==> config.mk <==
export PLATFORM = sky130hd
export DESIGN_NAME = pc_gen_unit_flat
export DESIGN_NICKNAME = d
export VERILOG_FILES = /design/src/rtl/pc_gen_unit_if.sv /design/src/rtl/pc_gen_unit.sv /design/src/flat_wrapper.sv
export SDC_FILE = /design/constraint.sdc
export NUM_CORES = 1
export LEC_CHECK = 0
export CAP_MARGIN = 20
export CORE_AREA = 2 2 150 152
export CTS_BUF_LIST = sky130_fd_sc_hd__clkbuf_16
export DETAILED_ROUTE_END_ITERATION = 6
export DIE_AREA = 0 0 152 154
export PLACE_DENSITY_LB_ADDON = 0.05
export RECOVER_POWER = 25
export SETUP_SLACK_MARGIN = 0.2
export SYNTH_ARGS = -nofsm -noshare
export SYNTH_HDL_FRONTEND = slang
export SYNTH_SLANG_ARGS = --single-unit
==> constraint.sdc <==
create_clock -name clk -period 3.3 [get_ports clk]
set_input_delay 0.66 -clock clk [delete_from_list [all_inputs] [get_ports clk]]
set_output_delay 0.66 -clock clk [all_outputs]
set_load 0.005 [all_outputs]
==> src/rtl/pc_gen_unit_if.sv <==
// ---------------------------------------------------------------------------
// pc_gen_unit_if
// Bundles the signals between the next-PC generator and its neighbours
// (hazard unit, execute stage, fetch).
//   master : drives the execute/hazard-side controls, observes fetch outputs
//   slave  : the PC generator itself
// Execute/hazard side : Stall_F, PCSrc_E, PCTarget_E, PCJALR_E, Trap_E,
//                       RasPush_E, RasPop_E, PCPlus4_E
// Fetch side          : PC_F, PCPlus4_F, Flush_o, RasTop_F, RasValid_F,
//                       Misalign_o, RedirectCnt_o
// ---------------------------------------------------------------------------
interface pc_gen_unit_if #(
  parameter int XLEN  = 32,
  parameter int CNT_W = 16
);
  logic             Stall_F;
  logic [1:0]       PCSrc_E;
  logic [XLEN-1:0]  PCTarget_E;
  logic [XLEN-1:0]  PCJALR_E;
  logic             Trap_E;
  logic             RasPush_E;
  logic             RasPop_E;
  logic [XLEN-1:0]  PCPlus4_E;

  logic [XLEN-1:0]  PC_F;
  logic [XLEN-1:0]  PCPlus4_F;
  logic             Flush_o;
  logic [XLEN-1:0]  RasTop_F;
  logic             RasValid_F;
  logic             Misalign_o;
  logic [CNT_W-1:0] RedirectCnt_o;

  modport master (
    output Stall_F, PCSrc_E, PCTarget_E, PCJALR_E, Trap_E,
           RasPush_E, RasPop_E, PCPlus4_E,
    input  PC_F, PCPlus4_F, Flush_o, RasTop_F, RasValid_F,
           Misalign_o, RedirectCnt_o
  );

  modport slave (
    input  Stall_F, PCSrc_E, PCTarget_E, PCJALR_E, Trap_E,
           RasPush_E, RasPop_E, PCPlus4_E,
    output PC_F, PCPlus4_F, Flush_o, RasTop_F, RasValid_F,
           Misalign_o, RedirectCnt_o
  );
endinterface

==> src/rtl/pc_gen_unit.sv <==
// ---------------------------------------------------------------------------
// pc_gen_unit
// Fetch-stage next-PC generator. Owns the PC register, picks the next PC
// from sequential / branch-JAL / JALR / trap sources, raises the pipeline
// flush request, keeps a small return-address stack and a saturating
// redirect counter.
//   clk   : clock, all state on rising edge
//   rst_n : asynchronous active-low reset
//   bus   : pc_gen_unit_if slave modport (control inputs from the execute
//           stage and hazard unit, PC/RAS/status outputs to fetch)
// ---------------------------------------------------------------------------
module pc_gen_unit #(
  parameter int              XLEN      = 32,
  parameter logic [XLEN-1:0] RESET_VEC = 32'h0000_0000,
  parameter logic [XLEN-1:0] TRAP_VEC  = 32'h0000_0100,
  parameter int              RAS_DEPTH = 4,
  parameter int              CNT_W     = 16
) (
  input  logic         clk,
  input  logic         rst_n,
  pc_gen_unit_if.slave bus
);

  localparam int PTR_W = $clog2(RAS_DEPTH);
  localparam int CW    = $clog2(RAS_DEPTH + 1);
  localparam logic [CW-1:0] FULL_CNT = CW'(RAS_DEPTH);

  logic [XLEN-1:0]  pc_q, pc_d;
  logic [XLEN-1:0]  pcPlus4;
  logic             misalign_q;
  logic [CNT_W-1:0] redirCnt_q, redirCnt_d;
  logic [XLEN-1:0]  rasMem_q [RAS_DEPTH];
  logic [PTR_W-1:0] rasPtr_q, rasPtr_d;
  logic [PTR_W-1:0] rasTopIdx;
  logic [CW-1:0]    rasCnt_q, rasCnt_d;
  logic             rasWrEn;
  logic [PTR_W-1:0] rasWrIdx;
  logic             isTarget, isJalr, flush;

  // PCSrc_E=11 is reserved and behaves like sequential, so it never flushes.
  assign isTarget  = (bus.PCSrc_E == 2'b01);
  assign isJalr    = (bus.PCSrc_E == 2'b10);
  assign flush     = bus.Trap_E | isTarget | isJalr;
  assign pcPlus4   = pc_q + XLEN'(4);
  assign rasTopIdx = rasPtr_q - PTR_W'(1);

  // Next-PC select: redirects beat the stall so a taken branch is never lost.
  always_comb begin
    pc_d = pcPlus4;
    if (bus.Trap_E) begin
      pc_d = TRAP_VEC;
    end else if (isTarget) begin
      pc_d = bus.PCTarget_E;
    end else if (isJalr) begin
      pc_d = {bus.PCJALR_E[XLEN-1:1], 1'b0};
    end else if (bus.Stall_F) begin
      pc_d = pc_q;
    end
  end

  always_comb begin
    redirCnt_d = redirCnt_q;
    if (flush && (redirCnt_q != '1)) begin
      redirCnt_d = redirCnt_q + CNT_W'(1);
    end
  end

  // RAS bookkeeping. A simultaneous push and pop (co-routine swap) rewrites
  // the current top in place; on an empty stack it degenerates to a push.
  always_comb begin
    rasPtr_d = rasPtr_q;
    rasCnt_d = rasCnt_q;
    rasWrEn  = 1'b0;
    rasWrIdx = rasPtr_q;
    if (bus.RasPush_E && bus.RasPop_E && (rasCnt_q != '0)) begin
      rasWrEn  = 1'b1;
      rasWrIdx = rasTopIdx;
    end else if (bus.RasPush_E) begin
      rasWrEn  = 1'b1;
      rasPtr_d = rasPtr_q + PTR_W'(1);
      if (rasCnt_q != FULL_CNT) begin
        rasCnt_d = rasCnt_q + CW'(1);
      end
    end else if (bus.RasPop_E && (rasCnt_q != '0)) begin
      rasPtr_d = rasTopIdx;
      rasCnt_d = rasCnt_q - CW'(1);
    end
  end

  always_ff @(posedge clk or negedge rst_n) begin
    if (!rst_n) begin
      pc_q       <= RESET_VEC;
      misalign_q <= 1'b0;
      redirCnt_q <= '0;
      rasPtr_q   <= '0;
      rasCnt_q   <= '0;
      for (int i = 0; i < RAS_DEPTH; i++) begin
        rasMem_q[i] <= '0;
      end
    end else begin
      pc_q       <= pc_d;
      misalign_q <= pc_d[1];
      redirCnt_q <= redirCnt_d;
      rasPtr_q   <= rasPtr_d;
      rasCnt_q   <= rasCnt_d;
      if (rasWrEn) begin
        rasMem_q[rasWrIdx] <= bus.PCPlus4_E;
      end
    end
  end

  assign bus.PC_F          = pc_q;
  assign bus.PCPlus4_F     = pcPlus4;
  assign bus.Flush_o       = flush;
  assign bus.RasTop_F      = (rasCnt_q != '0) ? rasMem_q[rasTopIdx] : '0;
  assign bus.RasValid_F    = (rasCnt_q != '0);
  assign bus.Misalign_o    = misalign_q;
  assign bus.RedirectCnt_o = redirCnt_q;

endmodule

==> src/flat_wrapper.sv <==
// flat-port wrapper written by rule: the top's interface ports become plain ports
module pc_gen_unit_flat 
#(
  parameter int              XLEN      = 32,
  parameter logic [XLEN-1:0] RESET_VEC = 32'h0000_0000,
  parameter logic [XLEN-1:0] TRAP_VEC  = 32'h0000_0100,
  parameter int              RAS_DEPTH = 4,
  parameter int              CNT_W     = 16
)
  (clk, rst_n, bus_Stall_F, bus_PCSrc_E, bus_PCTarget_E, bus_PCJALR_E, bus_Trap_E, bus_RasPush_E, bus_RasPop_E, bus_PCPlus4_E, bus_PC_F, bus_PCPlus4_F, bus_Flush_o, bus_RasTop_F, bus_RasValid_F, bus_Misalign_o, bus_RedirectCnt_o);
  pc_gen_unit_if #(.XLEN(XLEN), .CNT_W(CNT_W)) bus_i ();
  input  logic clk;
  input  logic rst_n;
  input wire logic [$bits(bus_i.Stall_F)-1:0] bus_Stall_F;
  input wire logic [$bits(bus_i.PCSrc_E)-1:0] bus_PCSrc_E;
  input wire logic [$bits(bus_i.PCTarget_E)-1:0] bus_PCTarget_E;
  input wire logic [$bits(bus_i.PCJALR_E)-1:0] bus_PCJALR_E;
  input wire logic [$bits(bus_i.Trap_E)-1:0] bus_Trap_E;
  input wire logic [$bits(bus_i.RasPush_E)-1:0] bus_RasPush_E;
  input wire logic [$bits(bus_i.RasPop_E)-1:0] bus_RasPop_E;
  input wire logic [$bits(bus_i.PCPlus4_E)-1:0] bus_PCPlus4_E;
  output wire logic [$bits(bus_i.PC_F)-1:0] bus_PC_F;
  output wire logic [$bits(bus_i.PCPlus4_F)-1:0] bus_PCPlus4_F;
  output wire logic [$bits(bus_i.Flush_o)-1:0] bus_Flush_o;
  output wire logic [$bits(bus_i.RasTop_F)-1:0] bus_RasTop_F;
  output wire logic [$bits(bus_i.RasValid_F)-1:0] bus_RasValid_F;
  output wire logic [$bits(bus_i.Misalign_o)-1:0] bus_Misalign_o;
  output wire logic [$bits(bus_i.RedirectCnt_o)-1:0] bus_RedirectCnt_o;
  assign bus_i.Stall_F = bus_Stall_F;
  assign bus_i.PCSrc_E = bus_PCSrc_E;
  assign bus_i.PCTarget_E = bus_PCTarget_E;
  assign bus_i.PCJALR_E = bus_PCJALR_E;
  assign bus_i.Trap_E = bus_Trap_E;
  assign bus_i.RasPush_E = bus_RasPush_E;
  assign bus_i.RasPop_E = bus_RasPop_E;
  assign bus_i.PCPlus4_E = bus_PCPlus4_E;
  assign bus_PC_F = bus_i.PC_F;
  assign bus_PCPlus4_F = bus_i.PCPlus4_F;
  assign bus_Flush_o = bus_i.Flush_o;
  assign bus_RasTop_F = bus_i.RasTop_F;
  assign bus_RasValid_F = bus_i.RasValid_F;
  assign bus_Misalign_o = bus_i.Misalign_o;
  assign bus_RedirectCnt_o = bus_i.RedirectCnt_o;
  pc_gen_unit #(.XLEN(XLEN), .RESET_VEC(RESET_VEC), .TRAP_VEC(TRAP_VEC), .RAS_DEPTH(RAS_DEPTH), .CNT_W(CNT_W)) u_core (.clk(clk), .rst_n(rst_n), .bus(bus_i));
endmodule
==> flow_metrics.tcl, run 1 <==
set metrics [dict create \
    reg2reg_depth 5 \
    cts_sinks 181 \
    hold_depth 1 \
    end_kind "primary output" \
    syn_area_sq_um 9700 \
    detail_route.wl_per_cell_um 19.4 \
    r2r_start "u_core.rasCnt_q[0]" \
    final_cell_area_sq_um 13500 \
    synth.largest_area_cell "dfrtp_1" \
    ant_nets 0 \
    syn_to_final_growth_pct 39.1 \
    cp.arrival_ps 2340 \
    grt_max_degree 60 \
    drive_above_1_share_pct 31.7 \
    synth-main-ff-cell "dfrtp_1" \
    overflow 0 \
    min_from "u_core.rasMem_q[40]" \
    cts_max_level 4 \
    cts_root_buf "clkbuf_16" \
    dieWidth_um 152 \
    cp.required_ps 2640 \
    final_nets 1191 \
    reg2reg_to "u_core.rasMem_q[60]" \
    slew_viol_final 59 \
    rrSetupSlack_ps 1120 \
    place_congestion 0.844 \
    cts_buffers 17 \
    drt-initial-drc-count 327 \
    p_seq_share_pct 35.8 \
    cts_tree "yes" \
    place_area_sq_um 12500 \
    ys_seq_area_share_pct 46.7 \
    ctsHoldBuffers 0 \
    hold_path_class "reg2reg" \
    dieHeight_um 154 \
    grtUsageTotal_pct 22.9 \
    dieArea_sq_um 23400 \
    min_period_ps 3000 \
    worst_slew_pin_slew_ps 1600 \
    violations "capacitance limit, slew limit" \
    clk_latency_ps 430 \
    min_to "u_core.rasMem_q[40]" \
    synth_area_leaders "dfrtp_1, mux2_2, mux4_2" \
    io_buffer_count 217 \
    ir_drop_uv 346 \
    switchingPower_uw 3200 \
    fmaxAchievable_ghz 0.334 \
    pin_count 219 \
    relSlewSlack_pct -6.81 \
    hold_viol 0 \
    switching_share_pct 30.6 \
    yosys_register_bits 181 \
    start_util_pct 44.7 \
    routed_wl_um 26600 \
    yosys.area.top_type_share_pct 46.7 \
    mostFrequentLayoutCells "clkdlybuf4s50_1, dfrtp_1, mux2_2" \
    holdWs_ps 489 \
    critical_path_peak_fanout 8 \
    cap_viol_max_count 1 \
    power-per-cell-area_nw_per_um2 775 \
    setup_viol 0 \
    clkPwrFrac_pct 18.7 \
    syn_nets 917 \
    antenna_found_initial 0 \
    synth.distinct_cells 60 \
    yosys_warnings 0 \
    rsz0062_at_grt "yes" \
    status "complete, but fails checks" \
    criticalPathCategory "reg2out" \
    p_leak_uw 0.00556 \
    firstDrtPassIters 5 \
    grt_pass1_wl_um 42900 \
    avgSynthCellArea_sq_um 12.0 \
    tns_ps 0 \
    min_period_over_period_pct 90.8 \
    skew_ps 17.4 \
    rows 54 \
    grt_pass1_vias 7906 \
    p_int_uw 7260 \
    n_antenna_cell 0 \
    vias 7725 \
    start_kind "flip-flop" \
    core_sq_um 21700 \
    viasPerCell 5.62 \
    cts.reportedPaths.clkPinSlew_ps 80 \
    synth-edff-count 0 \
    async_flop_share_pct 100 \
    final_common_cell "clkdlybuf4s50_1" \
    syn_inst 808 \
    pwr-share-comb_pct 45.5 \
    drc 0 \
    cts_max_path_buffers 2 \
    dp_hpwl_um 18600 \
]
worst max path at each step:
stage | from | end | slack (ps)
6_report | u_core.bus.PC_F[2] | bus_PCPlus4_F[9] | 300
5_1_grt | u_core.bus.PC_F[2] | bus_PCPlus4_F[7] | 170
4_1_cts | u_core.bus.PC_F[11] | bus_PCPlus4_F[29] | 8
3_5_place_dp | u_core.bus.PC_F[13] | bus_PCPlus4_F[29] | 70
3_3_place_gp | u_core.bus.PC_F[13] | bus_PCPlus4_F[29] | 110
2_1_floorplan | u_core.bus.PC_F[2] | bus_PCPlus4_F[30] | 870
synth_stat cells (2+ instances only):
cell type	number
nand2_1	27
xor2_1	23
or2_2	5
inv_1	15
and3b_1	3
buf_1	4
mux4_2	32
nand3_1	21
o311ai_0	3
a21oi_1	13
buf_2	22
a32o_1	2
mux2_2	129
nand2b_1	6
o21ai_1	2
nor3_1	19
or4_1	7
and4_1	4
or4b_1	5
a22oi_1	11
o2bb2ai_1	14
nand4b_1	3
xnor2_1	22
o31ai_1	3
nand3b_1	2
nor4_1	19
buf_4	7
mux2i_1	2
o221a_2	9
ha_1	4
dfrtp_1	181
and3_1	5
nand4_1	17
o211ai_1	9
o21ai_0	20
nor2_1	24
clkbuf_1	28
a211o_1	2
nor2b_1	36
o2111ai_1	3
nor3b_1	7
or3_1	3
o22ai_1	2
o221ai_1	12
o21a_1	6
routing by layer:
metal  up-vias  routed length (um)  GRT usage [%]
met5         -                   0              0
met4         0                 281           5.12
met3        21                1550           5.95
met2       241               13300           39.0
met1      3872               11500           29.5
li1       3591                   -              -
logic make-up (layout without fill, tap and decap cells):
family	after synthesis	after routing	synth area share (%)
multiplexers	164	164	22.7
buffers and inverters	76	363	3.49
adder cells (fa/ha/maj)	5	5	0.722
AND/OR/NAND/NOR	216	216	12.8
XOR/XNOR	45	45	4.06
AO/OA/AOI/OAI	121	121	9.49
flip-flops	181	181	46.7
critical path, cell delays in order, from the launching register on:
cell and delay [ps]:
dfrtp_2 400, buf_4 110, nand4_1 170, buf_6 200
buf_4 150, nor2_1 140, xor2_1 190, clkdlybuf4s50_1 550
cell type report:
type                       instances  area, sq um
fill                            1763         8190
multi-input combinational        551         5020
sequential                       181         4550
timing repair buffer             316         2950
clock buffer                      17          425
tap                              280          350
clock inverter                    15          144
inverter                          15         56.3
timing repair:
item | CTS | global route
gates cloned | 1 | 0
pin swaps | 5 | 5
setup endpoints to repair | 50 | 25
setup buffers | 19 | 16
gates resized for setup | 51 | 17
metrics by stage:
| step | utilization, % | setup slack [ps] | instances | total power (uW) |
|---|---|---|---|---|
| floorplan | - | 868 | 808 | 6400 |
| global placement | 57.6 | 112 | 1307 | 8410 |
| detailed placement | 57.6 | 69.4 | 1307 | 8500 |
| CTS | 61.6 | 8.08 | 1359 | 10500 |
| global route | 62.2 | 169 | 1375 | 11100 |
| finish | 62.2 | 303 | 1375 | 10500 |
power groups by stage:
stage / Sequential (uW) / Clock (uW) / Combinational, uW
final: 3750 / 1960 / 4750
after global routing: 3880 / 2120 / 5130
after CTS: 3760 / 2000 / 4750
after detailed placement: 3830 / 0 / 4670
after global placement: 3800 / 0 / 4610
after floorplan: 3560 / 0 / 2840
sequential cells by signal (all words and copies together) (netlist names):
name,count
u_core.rasPtr_q,2
u_core.bus.PC_F,31
u_core.bus.Misalign_o,1
u_core.rasCnt_q,3
u_core.rasMem_q,128
u_core.bus.RedirectCnt_o,16
Power figures use the tool's default switching activity.
==> run 2: changes to the inputs <==
- PLACE_DENSITY: not set -> 0.72
- PLACE_DENSITY_LB_ADDON: 0.05 -> not set
- SKIP_CTS_REPAIR_TIMING: not set -> 1
- SLEW_MARGIN: not set -> 15
==> run 2 against run 1 <==
  * The run now ends clean
  * Final cell count is 0.58% lower
  * Total power rose by 0.97%
  * Core utilization rose by 0.67 points
  * Via count up 1.4%
  * Worst setup slack worse by 190 ps
  * Critical endpoint is now bus_PCPlus4_F[23]
  * Largest cell class unchanged
  * Highest routed layer unchanged
==> flow_metrics.tcl, run 2 (synthesized netlist as in run 1, its figures left out) <==
set metrics [dict create \
    tns_ps 0 \
    pin_count 219 \
    ir_drop_uv 357 \
    io_buffer_count 217 \
    rrSetupSlack_ps 950 \
    status "complete, no violations" \
    end_kind "primary output" \
    hold_viol 0 \
    power-per-cell-area_nw_per_um2 774 \
    top_usage_layer "met2" \
    min_from "u_core.rasMem_q[40]" \
    start_kind "flip-flop" \
    rows 54 \
    hold_path_class "reg2reg" \
    cts.reportedPaths.clkPinSlew_ps 80 \
    grt_pass1_wl_um 41300 \
    skew_ps 14.6 \
    reg2reg_to "u_core.rasMem_q[123]" \
    critical_path_peak_fanout 7 \
    cp.required_ps 2640 \
    setup_viol 0 \
    dieHeight_um 154 \
    final_common_cell "clkdlybuf4s50_1" \
    dp.cells 1299 \
    rsz0062_at_grt "yes" \
    cts_tree "yes" \
    n_antenna_cell 0 \
    cts_buffers 17 \
    criticalPathCategory "reg2out" \
    dieArea_sq_um 23400 \
    met2_usage_pct 36.7 \
    fin_ws_ps 108 \
    mostFrequentLayoutCells "clkdlybuf4s50_1, dfrtp_1, mux2_2" \
    final_nets 1183 \
    grt_max_degree 66 \
    use_met1_pct 29.2 \
    cp.arrival_ps 2530 \
    cts_sinks 181 \
    syn_to_final_growth_pct 40.6 \
    min_period_ps 3190 \
    drt-initial-drc-count 620 \
    cts_max_path_buffers 2 \
    cap_viol_max_count 0 \
    dp_hpwl_um 18500 \
    r2r_start "u_core.rasCnt_q[0]" \
    detail_route.wl_per_cell_um 19.6 \
    reg2reg_depth 5 \
    cts_max_level 4 \
    min_to "u_core.rasMem_q[40]" \
    vias 7831 \
    p_leak_uw 0.00578 \
    overflow 0 \
    layout.cells.non_filler 1367 \
    place_congestion 0.883 \
    viasPerCell 5.73 \
    ant_nets 0 \
    grt_use_met3_pct 5.95 \
    worst_slew_pin_slew_ps 1440 \
    num-fill-cells 1679 \
    relSlewSlack_pct 3.73 \
    power_uw 10600 \
    routed_wl_um 26800 \
    min_period_over_period_pct 96.7 \
    slew_viol_final 0 \
    clk_latency_ps 430 \
    fmaxAchievable_ghz 0.313 \
    cts_root_buf "clkbuf_16" \
    postLayoutCoreUtil_pct 62.9 \
    max_flop_register "u_core.rasMem_q" \
    dieWidth_um 152 \
    largest_reg_flops 128 \
    drc 0 \
    grtUsageTotal_pct 22.0 \
    grt_pass1_vias 7634 \
    antenna_found_initial 0 \
    start_util_pct 44.7 \
    drive_above_1_share_pct 32.6 \
    post-place-ws_ps 137 \
    core_sq_um 21700 \
    firstDrtPassIters 5 \
    hold_depth 1 \
]
run 2: cell types whose count changed in the layout (fill, tap and decap cells not counted), sizes merged:
cell,before,now
dlymetal6s2s,2,17
dlygate4sd2,12,0
buf,99,91
clkinvlp,4,0
clkbuf,21,18
clkinv,4,6
bufinv,0,1
inv,22,23
run 2: metal layers:
| layer | up-vias | wire length (um) |
|---|---|---|
| met2 | 284 | 13200 |
| met3 | 25 | 1880 |
| met4 | 0 | 289 |
| met1 | 3933 | 11500 |
| met5 | - | 0 |
| li1 | 3589 | - |
run 2: metrics by stage:
stage / hold slack [ps] / instance area [sq um]
floorplan: 364 / 9700
global placement: 463 / 12400
detailed placement: 484 / 12400
CTS: 192 / 13000
global route: 510 / 13600
finish: 499 / 13600
run 2: layout make-up:
cell class	count	area, sq um	area share (%)
multi-input combinational	551	5110	37.5
clock buffer	17	425	3.12
timing repair buffer	308	2980	21.9
inverter	15	56.3	0.413
tap	280	350	2.57
sequential	181	4550	33.4
clock inverter	15	163	1.19
run 2: worst max path at each step:
stage | startpoint | to | slack [ps]
floorplan | u_core.bus.PC_F[2] | bus_PCPlus4_F[30] | 870
global placement | bus_PCSrc_E[0] | bus_Flush_o | 120
detailed placement | bus_PCSrc_E[0] | bus_Flush_o | 140
CTS | u_core.bus.PC_F[2] | bus_PCPlus4_F[24] | -270
global route | u_core.bus.PC_F[8] | bus_PCPlus4_F[23] | 6
finish | u_core.bus.PC_F[8] | bus_PCPlus4_F[23] | 110
run 2: report_power, final:
part / switching (uW) / internal (uW)
clock network: 957 / 1080
registers: 598 / 3160
logic: 1680 / 3090
total: 3240 / 7320
run 2: critical path: stages (launching register included):
cell and delay [ps]:
dfrtp_2 430, nand4_1 240, buf_6 230, buf_4 140
nor4_2 290, nand2_1 110, xnor2_1 160, clkdlybuf4s50_1 510
==> run 3: changes to the inputs <==
- CTS_BUF_LIST: sky130_fd_sc_hd__clkbuf_16 -> sky130_fd_sc_hd__clkbuf_4
==> run 3 against run 2 <==
  * Count of clock-buffer cells in the layout increased by 1
  * Register-to-register slack got worse by 180 ps
  * Combinational power increased by 3%
  * Sequential cell count unchanged
  * Sequential power about the same
  * Final area increased by 0.61%
  * Sequential share of layout area decreased by 0.22 points
  * Clock power decreased by 36%
  * Largest cell class unchanged
  * Highest routed layer unchanged
==> flow_metrics.tcl, run 3 (synthesized netlist as in run 1, its figures left out) <==
set metrics [dict create \
    cp-startpoint "u_core.bus.PC_F[4]" \
    layout.cells.non_filler 1396 \
    antenna_found_initial 1 \
    setup_viol 0 \
    viasPerCell 5.75 \
    io_buffer_count 217 \
    grt_use_met3_pct 5.64 \
    cts_sinks 181 \
    cp.arrival_ps 2560 \
    fmaxAchievable_ghz 0.311 \
    vias 8023 \
    core_sq_um 21700 \
    cts_max_path_buffers 2 \
    dp_hpwl_um 18500 \
    end_kind "primary output" \
    relSlewSlack_pct 7.69 \
    cts_root_buf "clkbuf_4" \
    regArea_sq_um 4550 \
    max_flop_register "u_core.rasMem_q" \
    min_period_ps 3220 \
    hold_viol 0 \
    start_kind "flip-flop" \
    clk_latency_ps 570 \
    r2r_start "u_core.rasPtr_q[0]" \
    min_period_over_period_pct 97.5 \
    hold_depth 1 \
    dieHeight_um 154 \
    overflow 0 \
    rrSetupSlack_ps 770 \
    cts.reportedPaths.clkPinSlew_ps 160 \
    min_to "u_core.bus.RedirectCnt_o[5]" \
    final_nets 1209 \
    start_util_pct 44.7 \
    pin_count 219 \
    place_congestion 0.883 \
    status "complete, no violations" \
    dieArea_sq_um 23400 \
    critical_path_peak_fanout 6 \
    hold_path_class "reg2reg" \
    reg2reg_depth 8 \
    dp.cells 1299 \
    p_leak_uw 0.00616 \
    cp.required_ps 2640 \
    cap_viol_max_count 0 \
    grt_max_degree 66 \
    syn_to_final_growth_pct 41.4 \
    largest_reg_flops 128 \
    rows 54 \
    place_area_sq_um 12400 \
    grt_pass1_wl_um 40800 \
    mostFrequentLayoutCells "dfrtp_1, clkdlybuf4s50_1, mux2_2" \
    power-per-cell-area_nw_per_um2 725 \
    rsz0062_at_grt "yes" \
    cts_max_level 4 \
    ir_drop_uv 302 \
    drt-initial-drc-count 545 \
    drc 0 \
    ant_nets 0 \
    firstDrtPassIters 5 \
    reg2reg_to "u_core.rasMem_q[112]" \
    use_met1_pct 28.7 \
    min_from "u_core.bus.RedirectCnt_o[5]" \
    skew_ps 32.5 \
    power_uw 9960 \
    top_usage_layer "met2" \
    cts_tree "yes" \
    dieWidth_um 152 \
    cts_buffers 17 \
    num-fill-cells 1671 \
    worst_slew_pin_slew_ps 1380 \
    final_cell_area_sq_um 13700 \
    detail_route.wl_per_cell_um 19.9 \
    slew_viol_final 0 \
    final_common_cell "dfrtp_1" \
    routed_wl_um 27700 \
    grtUsageTotal_pct 21.8 \
    criticalPathCategory "reg2out" \
    grt_pass1_vias 7590 \
    met2_usage_pct 36.3 \
    multiInputGateArea_sq_um 5200 \
    drive_above_1_share_pct 35.9 \
]
run 3: cell count changes in the layout (fill, tap and decap cells not counted), moves of 5 or more:
cell             change
dlymetal6s2s_1      +28
buf_2               +11
nor2_4               +5
buf_6                +9
clkdlybuf4s50_1     -41
clkbuf_4            +19
clkbuf_16           -14
buf_4               +12
run 3: worst max path at each step:
stage / end
floorplan: bus_PCPlus4_F[30]
global placement: bus_Flush_o
detailed placement: bus_Flush_o
CTS: bus_PCPlus4_F[24]
global route: bus_PCPlus4_F[29]
finish: bus_PCPlus4_F[29]
run 3: layer usage:
layer	up-vias	routed length, um
met5	-	0
met4	0	458
met3	44	1900
met2	335	13900
met1	4008	11400
li1	3636	-
run 3: stage by stage:
step / hold slack (ps) / util, % / setup WS [ps] / TNS, ps
2_1_floorplan: 364 / - / 868 / 0
3_3_place_gp: 463 / 57.3 / 120 / 0
3_5_place_dp: 484 / 57.3 / 137 / 0
4_1_cts: -15.5 / 58.6 / -462 / -6930
5_1_grt: 528 / 63.3 / -63.5 / -76.7
6_report: 515 / 63.3 / 82.3 / 0
run 3: area by class of cell:
cell class / instances / share of cell area (%)
inverter: 15 / 0.410
antenna: 3 / 0.0547
clock buffer: 18 / 0.985
sequential: 181 / 33.1
timing repair buffer: 334 / 23.8
tap: 280 / 2.55
multi-input combinational: 551 / 37.9
clock inverter: 14 / 1.16
run 3: critical path: stages (launching register included):
cell and delay (ps):
dfrtp_2 440, nand4_1 250, buf_4 230, or3_4 420, nor4_4 230, buf_4 170
xor2_2 130, clkbuf_2 120
run 3: power breakdown:
group | total (uW) | internal (uW) | switching, uW
Sequential | 3770 | 3150 | 617
Combinational | 4900 | 3180 | 1730
Clock | 1290 | 420 | 866
